**src/rtl/synctimer_adjust_arbiter_if.sv**
```systemverilog
`default_nettype none
// ============================================================================
// Module   : synctimer_adjust_arbiter_if
// Brief    : Adjust-pulse bus between the adjust sources, the arbiter and
//            the synchronous timer adjust port.
// Revision : 1.0 - initial release
// ============================================================================
interface synctimer_adjust_arbiter_if #(
  parameter int NUM   = 2,
  parameter int SRC_W = (NUM > 1) ? $clog2(NUM) : 1
);
  logic [NUM-1:0]   s_sign;
  logic [NUM-1:0]   s_valid;
  logic [NUM-1:0]   s_ready;
  logic             m_sign;
  logic             m_valid;
  logic             m_ready;
  logic [SRC_W-1:0] m_source;

  // Environment side: drives the source pulses and the timer ready.
  modport master (
    output s_sign, s_valid, m_ready,
    input  s_ready, m_sign, m_valid, m_source
  );

  // Arbiter side.
  modport slave (
    input  s_sign, s_valid, m_ready,
    output s_ready, m_sign, m_valid, m_source
  );
endinterface
`default_nettype wire

```
**src/rtl/synctimer_adjust_arbiter.sv**
```systemverilog
`default_nettype none
// ============================================================================
// Module   : synctimer_adjust_arbiter
// Brief    : Banks single-step adjust pulses from NUM sources in signed
//            pending counters and drains them round-robin onto the single
//            timer adjust port.
// Revision : 1.0 - initial release
// ============================================================================
module synctimer_adjust_arbiter #(
  parameter int NUM         = 2,
  parameter int COUNT_WIDTH = 8
) (
  input  wire logic                clk,
  input  wire logic                reset,
  synctimer_adjust_arbiter_if.slave bus
);

  localparam int SRC_W = (NUM > 1) ? $clog2(NUM) : 1;
  localparam int CW    = COUNT_WIDTH;

  localparam logic signed [CW-1:0] c_zero      = '0;
  localparam logic signed [CW-1:0] c_one       = {{(CW-1){1'b0}}, 1'b1};
  localparam logic signed [CW-1:0] c_minus_one = '1;
  localparam logic signed [CW-1:0] c_max       = {1'b0, {(CW-1){1'b1}}};
  localparam logic signed [CW-1:0] c_neg_max   = c_zero - c_max;

  logic signed [CW-1:0] r_cnt [NUM];
  logic signed [CW-1:0] w_inc [NUM];
  logic signed [CW-1:0] w_dec [NUM];
  logic [NUM-1:0]       w_ready;
  logic [NUM-1:0]       w_accept;

  logic                 r_m_valid;
  logic                 r_m_sign;
  logic [SRC_W-1:0]     r_m_source;
  logic [SRC_W-1:0]     r_last;

  logic                 w_slot_free;
  logic                 w_any;
  logic                 w_do_grant;
  logic [SRC_W-1:0]     w_gidx;
  logic [SRC_W:0]       w_sum;

  assign w_slot_free = !r_m_valid || bus.m_ready;
  assign w_do_grant  = w_slot_free && w_any;

  // Per-source accept gating and counter step terms.
  for (genvar gi = 0; gi < NUM; gi++) begin : g_src
    // Block only the direction that would push the counter past its limit.
    assign w_ready[gi]  = bus.s_sign[gi] ? (r_cnt[gi] != c_neg_max)
                                         : (r_cnt[gi] != c_max);
    assign w_accept[gi] = bus.s_valid[gi] && w_ready[gi];
    assign w_inc[gi]    = !w_accept[gi]  ? c_zero
                        : (bus.s_sign[gi] ? c_minus_one : c_one);
    // A granted counter moves one step toward zero.
    assign w_dec[gi]    = !(w_do_grant && (w_gidx == SRC_W'(gi))) ? c_zero
                        : (r_cnt[gi][CW-1] ? c_one : c_minus_one);
  end

  // Round-robin search for the first nonzero counter after the last grant.
  always_comb begin
    w_any  = 1'b0;
    w_gidx = '0;
    w_sum  = '0;
    for (int k = 1; k <= NUM; k++) begin
      w_sum = {1'b0, r_last} + (SRC_W+1)'(k);
      if (w_sum >= (SRC_W+1)'(NUM)) begin
        w_sum = w_sum - (SRC_W+1)'(NUM);
      end
      if (!w_any && (r_cnt[w_sum[SRC_W-1:0]] != c_zero)) begin
        w_any  = 1'b1;
        w_gidx = w_sum[SRC_W-1:0];
      end
    end
  end

  // Pending counters: accept and grant may both land in the same cycle.
  always_ff @(posedge clk or posedge reset) begin
    if (reset) begin
      for (int i = 0; i < NUM; i++) begin
        r_cnt[i] <= c_zero;
      end
    end else begin
      for (int i = 0; i < NUM; i++) begin
        r_cnt[i] <= r_cnt[i] + w_inc[i] + w_dec[i];
      end
    end
  end

  // Output slot: load on grant, empty when consumed with nothing pending.
  always_ff @(posedge clk or posedge reset) begin
    if (reset) begin
      r_m_valid  <= 1'b0;
      r_m_sign   <= 1'b0;
      r_m_source <= '0;
      r_last     <= SRC_W'(NUM - 1);
    end else if (w_do_grant) begin
      r_m_valid  <= 1'b1;
      r_m_sign   <= r_cnt[w_gidx][CW-1];
      r_m_source <= w_gidx;
      r_last     <= w_gidx;
    end else if (w_slot_free) begin
      r_m_valid  <= 1'b0;
    end
  end

  assign bus.s_ready  = w_ready;
  assign bus.m_valid  = r_m_valid;
  assign bus.m_sign   = r_m_sign;
  assign bus.m_source = r_m_source;

endmodule
`default_nettype wire

```
**src/flat_wrapper.sv**
```systemverilog
// flat-port wrapper written by rule: the top's interface ports become plain ports
module synctimer_adjust_arbiter_flat 
#(
  parameter int NUM         = 2,
  parameter int COUNT_WIDTH = 8
)
  (clk, reset, bus_s_sign, bus_s_valid, bus_m_ready, bus_s_ready, bus_m_sign, bus_m_valid, bus_m_source);
  synctimer_adjust_arbiter_if #(.NUM(NUM)) bus_i ();
  input  wire logic clk;
  input  wire logic reset;
  input wire logic [$bits(bus_i.s_sign)-1:0] bus_s_sign;
  input wire logic [$bits(bus_i.s_valid)-1:0] bus_s_valid;
  input wire logic [$bits(bus_i.m_ready)-1:0] bus_m_ready;
  output wire logic [$bits(bus_i.s_ready)-1:0] bus_s_ready;
  output wire logic [$bits(bus_i.m_sign)-1:0] bus_m_sign;
  output wire logic [$bits(bus_i.m_valid)-1:0] bus_m_valid;
  output wire logic [$bits(bus_i.m_source)-1:0] bus_m_source;
  assign bus_i.s_sign = bus_s_sign;
  assign bus_i.s_valid = bus_s_valid;
  assign bus_i.m_ready = bus_m_ready;
  assign bus_s_ready = bus_i.s_ready;
  assign bus_m_sign = bus_i.m_sign;
  assign bus_m_valid = bus_i.m_valid;
  assign bus_m_source = bus_i.m_source;
  synctimer_adjust_arbiter #(.NUM(NUM), .COUNT_WIDTH(COUNT_WIDTH)) u_core (.clk(clk), .reset(reset), .bus(bus_i));
endmodule
```
**config.mk**
```make
export PLATFORM = sky130hd
export DESIGN_NAME = synctimer_adjust_arbiter_flat
export DESIGN_NICKNAME = d
export VERILOG_FILES = /design/src/rtl/synctimer_adjust_arbiter_if.sv /design/src/rtl/synctimer_adjust_arbiter.sv /design/src/flat_wrapper.sv
export SDC_FILE = /design/constraint.sdc
export NUM_CORES = 1
export LEC_CHECK = 0
export ABC_AREA = 1
export CORE_ASPECT_RATIO = 1.75
export CORE_MARGIN = 3
export CORE_UTILIZATION = 55
export CTS_BUF_LIST = sky130_fd_sc_hd__clkbuf_8 sky130_fd_sc_hd__clkbuf_16
export DETAILED_ROUTE_END_ITERATION = 16
export GPL_TIMING_DRIVEN = 1
export HOLD_SLACK_MARGIN = 0.15
export MAX_ROUTING_LAYER = met4
export PLACE_DENSITY = 0.75
export SLEW_MARGIN = 15
export SYNTH_ARGS = -nofsm -noshare
export SYNTH_HDL_FRONTEND = slang
export SYNTH_SLANG_ARGS = --single-unit
```
**constraint.sdc**
```tcl
create_clock -name clk -period 4 [get_ports clk]
set_input_delay 1 -clock clk [delete_from_list [all_inputs] [get_ports clk]]
set_output_delay 1 -clock clk [all_outputs]
set_load 0.02 [all_outputs]
```
==> impl_metrics.sql, run 1 <==
INSERT INTO impl_metrics (metric_group, metric, value, unit) VALUES
('run_status', 'run_status', 'finished, final reports clean', ''),
('die', 'initial_core_util', '59.7', '%'),
('place', 'detailed_place.area', '1890', 'um2'),
('min_path', 'min-delay-path-class', 'flip-flop to flip-flop', ''),
('place', 'replace_congestion', '0.895', ''),
('finish', 'finalNetCount', '252', ''),
('die', 'floorplan.die.width', '47.8', 'um'),
('sta', 'finalMaxSlewViolations', '0', ''),
('finish', 'syn2layout_area_growth', '15.2', '%'),
('cts', 'clkTransAtPathRegs', '0.07', 'ns'),
('sta', 'relSlewSlack', '49.2', '%'),
('cts', 'clock_insertion_delay_worst_skew', '0.26', 'ns'),
('grt', 'number_of_global_route_vias_before_repair', '1385', ''),
('place', 'placement.setup.worst_slack', '-0.0552', 'ns'),
('detailed_routing', 'routed-via-count', '1311', ''),
('worst_setup_path', 'timing.critical_path.arrival', '3.85', 'ns'),
('finish', 'area_occupied_by_multi_input_gates', '1060', 'um2'),
('cts', 'number_of_h_tree_branching_levels', '1', ''),
('die', 'dieArea', '3780', 'um2'),
('detailed_routing', 'avgViaCountPerCell', '5.44', ''),
('sta', 'timing.final.crit_share', '92.7', '%'),
('sta', 'grt_setup_unrepaired', 'false', ''),
('synthesis', 'synthesis.area_per_instance', '8.84', 'um2'),
('synthesis', 'seq_cells_post_synth', '20', ''),
('synthesis', 'post_synthesis_cell_area', '1680', 'um2'),
('sta', 'hold_viol', '0', ''),
('synthesis', 'syn_inst', '190', ''),
('cts', 'postCtsSetupRepairBufs', '0', ''),
('detailed_routing', 'initialDrtViolationCount', '33', ''),
('sta', 'worst-slew-pin-transition', '0.761', 'ns'),
('grt', 'grt_pass1_wl', '5.67', 'mm'),
('finish', 'fin_util', '68.8', '%'),
('grt', 'track_usage', '20.9', '%'),
('worst_setup_path', 'worstSetupStartpointType', 'primary input', ''),
('finish', 'final.fill_count', '239', ''),
('pwr', 'ir_drop', '0.000600', 'V'),
('worst_setup_path', 'setup_slack_on_the_worst_flop_to_flop_path', '0.62', 'ns'),
('synthesis', 'synth_fp_nets', '227', ''),
('grt', 'grt_overflow', '0', ''),
('finish', 'drive_gt1_share', '11.7', '%'),
('cts', 'cts_tree', 'done', ''),
('pwr', 'pwr_density_cell', '833', 'nW/um2'),
('sta', 'fin_ws', '0.292', 'ns'),
('worst_setup_path', 'timing.reg2reg.worst_path_depth', '18', ''),
('cts', 'clock_tree.buffer_depth', '2', ''),
('grt', 'antenna_found_initial', '0', ''),
('worst_setup_path', 'critPathRequiredTime', '4.14', 'ns'),
('detailed_routing', 'routed_wl', '3.27', 'mm'),
('finish', 'insertedDiodeCount', '0', ''),
('worst_setup_path', 'path_max_fanout', '5', ''),
('die', 'core-area', '2820', 'um2'),
('finish', 'sequential_cell_area', '502', 'um2'),
('grt', 'grt_max_degree', '21', ''),
('worst_setup_path', 'crit_path_end_kind', 'flip-flop', ''),
('sta', 'finalClockSkew', '0.00315', 'ns'),
('job', 'count_of_max_cap_constraint_violations', '0', ''),
('die', 'io_pins', '12', ''),
('sta', 'period_minus_slack', '3.71', 'ns'),
('detailed_routing', 'detail-route-antenna-nets', '0', ''),
('sta', 'fin_hold_ws', '0.478', 'ns'),
('place', 'number_of_buffers_added_on_ports', '11', ''),
('cts', 'clock_sink_count', '20', ''),
('finish', 'design_area', '1940', 'um2'),
('worst_setup_path', 'timing.setup.critical_path_class', 'primary input to flip-flop', ''),
('cts', 'clk_root_buffer_cell', 'sky130_fd_sc_hd__clkbuf_8', ''),
('die', 'die_h', '79.1', 'um'),
('detailed_routing', 'wl_per_cell', '13.6', 'um'),
('pwr', 'p_leak', '0.989', 'nW'),
('cts', 'cts-buffers-inserted', '3', ''),
('place', 'dp_hpwl', '2.76', 'mm'),
('min_path', 'worstHoldPathCells', '2', ''),
('detailed_routing', 'route.detailed.drc', '0', ''),
('detailed_routing', 'drt_first_pass_iters', '4', ''),
('synthesis', 'sequential_cell_area_fraction_in_the_yosys_report', '29.9', '%'),
('sta', 'maximum_operating_frequency', '270', 'MHz'),
('sta', 'finalSetupViolations', '0', ''),
('synthesis', 'ys_warn_count', '0', ''),
('synthesis', 'post_synth_num_cell_types', '21', ''),
('die', 'row_count', '25', '');
## cell families after synthesis
kind of cell / synth area share, %
and+or+nand+nor: 20.3
adders and majority gates: 29.5
buffers and inverters: 6.92
AOI/OAI and AO/OA: 6.18
DFF: 29.9
xor gates and xnor gates: 7.30
## area by class of cell
| class | count | area share, % |
|---|---|---|
| clock inverter | 1 | 0.194 |
| timing repair buffer | 21 | 9.57 |
| inverter | 28 | 5.43 |
| clock buffer | 3 | 2.13 |
| sequential | 20 | 25.9 |
| tap | 27 | 1.75 |
| multi-input combinational | 141 | 55.0 |
## through the flow
stage / power, mW / std cells / setup TNS, ns
2_1_floorplan: 1.18 / 190 / 0
3_3_place_gp: 1.43 / 237 / 0
3_5_place_dp: 1.48 / 237 / -0.104
4_1_cts: 1.63 / 241 / 0
5_1_grt: 1.82 / 241 / 0
6_report: 1.61 / 241 / 0
## worst paths after layout
path | end | from
worst min register to register | u_core.bus.m_source | u_core.bus.m_source
max in group asynchronous | u_core.r_cnt[8] | reset
worst max register to register | u_core.r_cnt[15] | u_core.r_last
worst min-delay path | u_core.bus.m_source | u_core.bus.m_source
worst max-delay path | u_core.r_cnt[7] | bus_s_sign[1]
min in group asynchronous | u_core.r_cnt[13] | reset
## layout by cell type, fill, tap and decap left out, drive strengths merged
cell           instances
inv                   29
clkbuf                 3
ha                    14
o21ai                 11
buf                   10
dfstp                  1
xor2                  10
dfrtp                 19
clkdlybuf4s50         11
xnor2                  4
nand4                  5
nand3                  8
fa                    16
nor2                  17
nor3                   3
nand2                 42
a21oi                  9
nand3b                 2
## per-layer routing
metal	vias up	track usage, %	part of all wire (%)
met5	-	-	0
met4	0	8.36	2.3
met2	32	35.3	57
met1	620	23.2	38
li1	649	-	-
met3	10	3.17	3.1
## synthesized netlist by cell type, drive strengths merged
cell     n  area share, %
nand2   42             10
inv     28            6.3
buf      1           0.67
nor2    17            4.2
nor3     3           0.89
xnor2    4            2.1
nand4    5            1.9
dfstp    1            1.6
nand3b   2           0.89
a21oi    9            2.9
fa      16             19
dfrtp   19             28
o21ai   11            3.3
nand3    8            2.4
ha      14             10
xor2    10            5.2
## sequential cells by signal (all words and copies together), names as in the netlist
name	flops
u_core.r_last	1
u_core.bus.m_valid	1
u_core.r_cnt	16
u_core.bus.m_source	1
u_core.bus.m_sign	1
## worst max-delay path, cell delays in order
cell and delay (ns):
sky130_fd_sc_hd__clkdlybuf4s50_1 0.45, sky130_fd_sc_hd__inv_1 0.06, sky130_fd_sc_hd__nor3_1 0.15, sky130_fd_sc_hd__nand3_1 0.08, sky130_fd_sc_hd__o21ai_0 0.09, sky130_fd_sc_hd__nand2_1 0.11
sky130_fd_sc_hd__nand2_1 0.11, sky130_fd_sc_hd__nor2_1 0.13, sky130_fd_sc_hd__fa_1 0.52, sky130_fd_sc_hd__ha_1 0.18, sky130_fd_sc_hd__inv_1 0.06, sky130_fd_sc_hd__fa_1 0.38
sky130_fd_sc_hd__o21ai_1 0.18, sky130_fd_sc_hd__nand2_1 0.07, sky130_fd_sc_hd__nand2_1 0.07, sky130_fd_sc_hd__a21oi_1 0.07, sky130_fd_sc_hd__xor2_1 0.14
## power breakdown
part,total (mW),switching [mW],internal [mW],leakage [nW]
combinational,1.02,0.549,0.467,0.731
clock,0.135,0.0669,0.0683,0.0269
sequential,0.461,0.139,0.322,0.231
## timing repair
action	CTS	global route
hold buffers	0	0
resized for setup	0	3
endpoints found under the setup margin	0	2
(Power assumes the default switching activity.)
==> run 2, diff against run 1 <==
Settings changed: DONT_BUFFER_PORTS set to 1, PLACE_DENSITY 0.75 to 0.7.
==> run 2 against run 1 <==
Sequential share of layout area grew 1.9 points. Global-route usage shrank 0.15 points. First-iteration DRC count grew 18%. Worst setup slack gained 0.19 ns. Count of clock-buffer cells in the layout is the same. Clock skew shrank 0.0026 ns. Routed wire length shrank 3.8%. Largest cell class unchanged. Largest power group unchanged.
==> impl_metrics.sql, run 2 (synthesized netlist as in run 1, its figures left out) <==
INSERT INTO impl_metrics (metric_group, metric, value, unit) VALUES
('run_status', 'run_status', 'finished, final reports clean', ''),
('detailed_routing', 'wl_per_cell', '13.8', 'um'),
('cts', 'post_cts_resized', '0', ''),
('sta', 'worst-slew-pin-transition', '0.820', 'ns'),
('detailed_routing', 'initialDrtViolationCount', '39', ''),
('die', 'core-area', '2820', 'um2'),
('die', 'row_count', '25', ''),
('finish', 'top_register', 'u_core.r_cnt', ''),
('cts', 'clk_root_buffer_cell', 'sky130_fd_sc_hd__clkbuf_8', ''),
('finish', 'sequential_cell_area', '502', 'um2'),
('sta', 'hold_viol', '0', ''),
('worst_setup_path', 'timing.setup.critical_path_class', 'flip-flop to flip-flop', ''),
('cts', 'clkTransAtPathRegs', '0.07', 'ns'),
('grt', 'grt_overflow', '0', ''),
('die', 'die_h', '79.1', 'um'),
('worst_setup_path', 'timing.critical_path.arrival', '3.70', 'ns'),
('worst_setup_path', 'crit_path_cell_trace', 'inv_2 > nor2_1 > nand3_1 > nand2_1 > nand2_2 > inv_2 > nand2_2 > nand2_2 > nand2_2 > nor2_2 > fa_1 > ha_1 > a21oi_1 > o21ai_0 > nand2_1 > nand2_1 > a21oi_1 > xor2_1', ''),
('place', 'replace_congestion', '0.913', ''),
('worst_setup_path', 'critPathSlowestCell', 'sky130_fd_sc_hd__dfstp_2', ''),
('place', 'detailed_place.area', '1760', 'um2'),
('worst_setup_path', 'critPathRequiredTime', '4.18', 'ns'),
('die', 'io_pins', '12', ''),
('grt', 'grt_pass1_wl', '5.70', 'mm'),
('finish', 'design_area', '1800', 'um2'),
('pwr', 'p_leak', '0.929', 'nW'),
('die', 'floorplan.die.width', '47.8', 'um'),
('finish', 'insertedDiodeCount', '0', ''),
('finish', 'finalNetCount', '238', ''),
('place', 'dp_hpwl', '2.68', 'mm'),
('sta', 'setup_tns', '0', 'ns'),
('die', 'initial_core_util', '59.7', '%'),
('sta', 'finalSetupViolations', '0', ''),
('grt', 'antenna_found_initial', '0', ''),
('die', 'dieArea', '3780', 'um2'),
('finish', 'drive_gt1_share', '10.5', '%'),
('finish', 'layout_common_cells', '38 x sky130_fd_sc_hd__nand2_1, 27 x sky130_fd_sc_hd__inv_1, 19 x sky130_fd_sc_hd__dfrtp_1', ''),
('finish', 'largest_reg_flops', '16', ''),
('detailed_routing', 'route.detailed.drc', '0', ''),
('cts', 'postCtsSetupRepairBufs', '0', ''),
('grt', 'number_of_global_route_vias_before_repair', '1353', ''),
('min_path', 'min-delay-path-class', 'flip-flop to flip-flop', ''),
('finish', 'final.fill_count', '246', ''),
('cts', 'cts-buffers-inserted', '3', ''),
('cts', 'clock_tree.buffer_depth', '2', ''),
('pwr', 'post-layout-total-power', '1.53', 'mW'),
('sta', 'timing.final.crit_share', '88.1', '%'),
('place', 'number_of_buffers_added_on_ports', '0', ''),
('cts', 'cts_tree', 'done', ''),
('sta', 'relSlewSlack', '45.3', '%'),
('finish', 'final-instance-count-excl-fill', '227', ''),
('sta', 'finalMaxSlewViolations', '0', ''),
('finish', 'layout.cells.most_common', 'sky130_fd_sc_hd__nand2_1', ''),
('sta', 'finalClockSkew', '0.000599', 'ns'),
('finish', 'area_occupied_by_multi_input_gates', '1060', 'um2'),
('grt', 'track_usage', '20.7', '%'),
('worst_setup_path', 'crit_top_cell', 'sky130_fd_sc_hd__nand2_2', ''),
('finish', 'syn2layout_area_growth', '7.15', '%'),
('cts', 'number_of_h_tree_branching_levels', '1', ''),
('detailed_routing', 'detail-route-antenna-nets', '0', ''),
('sta', 'grt_setup_unrepaired', 'false', ''),
('worst_setup_path', 'slowest_cell_delay_on_critical_path', '0.66', 'ns'),
('worst_setup_path', 'worstSetupStartpointType', 'flip-flop', ''),
('cts', 'clock_insertion_delay_worst_skew', '0.25', 'ns'),
('grt', 'grt_max_degree', '21', ''),
('place', 'placed_cells_incl_taps', '223', ''),
('worst_setup_path', 'crit_path_end_kind', 'flip-flop', ''),
('sta', 'fin_hold_ws', '0.618', 'ns'),
('detailed_routing', 'routed-via-count', '1243', ''),
('sta', 'period_minus_slack', '3.52', 'ns'),
('cts', 'post_cts_hold_buffer_count', '0', ''),
('detailed_routing', 'drt_first_pass_iters', '4', ''),
('job', 'count_of_max_cap_constraint_violations', '0', ''),
('worst_setup_path', 'path_max_fanout', '12', ''),
('detailed_routing', 'routed_wl', '3.14', 'mm'),
('cts', 'clock_sink_count', '20', ''),
('detailed_routing', 'avgViaCountPerCell', '5.48', ''),
('pwr', 'ir_drop', '0.000480', 'V'),
('pwr', 'pwr_density_cell', '848', 'nW/um2'),
('sta', 'maximum_operating_frequency', '284', 'MHz');
## run 2: where the power goes
part | switching [mW] | internal [mW] | total (mW) | leakage [nW]
sequential | 0.157 | 0.322 | 0.478 | 0.231
clock | 0.0650 | 0.0682 | 0.133 | 0.0269
combinational | 0.514 | 0.401 | 0.915 | 0.670
total | 0.736 | 0.791 | 1.53 | 0.929
## run 2: worst max-delay path: cells and delay by family (launching register included)
kind                       cells  cell delay [ns]
AOI/OAI and AO/OA              3             0.47
xor gates and xnor gates       1             0.16
adders and majority gates      2             0.89
buffers and inverters          2             0.18
DFF                            1             0.66
and+or+nand+nor               10             1.10
## run 2: final cells by class
| class | instances | share of cell area [%] |
|---|---|---|
| Tap cell | 27 | 1.88 |
| Timing Repair Buffer | 7 | 2.92 |
| Clock inverter | 1 | 0.208 |
| Inverter | 28 | 5.84 |
| Multi-Input combinational cell | 141 | 59.0 |
| Clock buffer | 3 | 2.29 |
| Sequential cell | 20 | 27.9 |
## run 2: worst paths after layout
check                      slack [ns]           startpoint  cells past startpoint                   to
max                              0.48        u_core.r_last                     18     u_core.r_cnt[15]
min                              0.62  u_core.bus.m_source                      2  u_core.bus.m_source
max reg2reg                      0.48        u_core.r_last                     18     u_core.r_cnt[15]
min reg2reg                      0.62  u_core.bus.m_source                      2  u_core.bus.m_source
max in group asynchronous        2.70                reset                      1  u_core.bus.m_source
min in group asynchronous        0.79                reset                      1      u_core.r_cnt[3]
## run 2: layer usage
metal  vias up  GRT usage, %  wire length (um)
li1        620             -                 -
met1       600          22.9              1180
met2        19          36.5              1850
met3         4          2.27                78
met4         0          6.74                38
met5         -             -                 0
## run 2: stage by stage
| stage | utilization, % | worst slack (ns) |
|---|---|---|
| final | 64.0 | 0.477 |
| after global routing | 64.0 | 0.131 |
| after CTS | 64.0 | 0.452 |
| after detailed placement | 62.4 | 0.269 |
| after global placement | 62.4 | 0.312 |
| after floorplan | - | 0.464 |
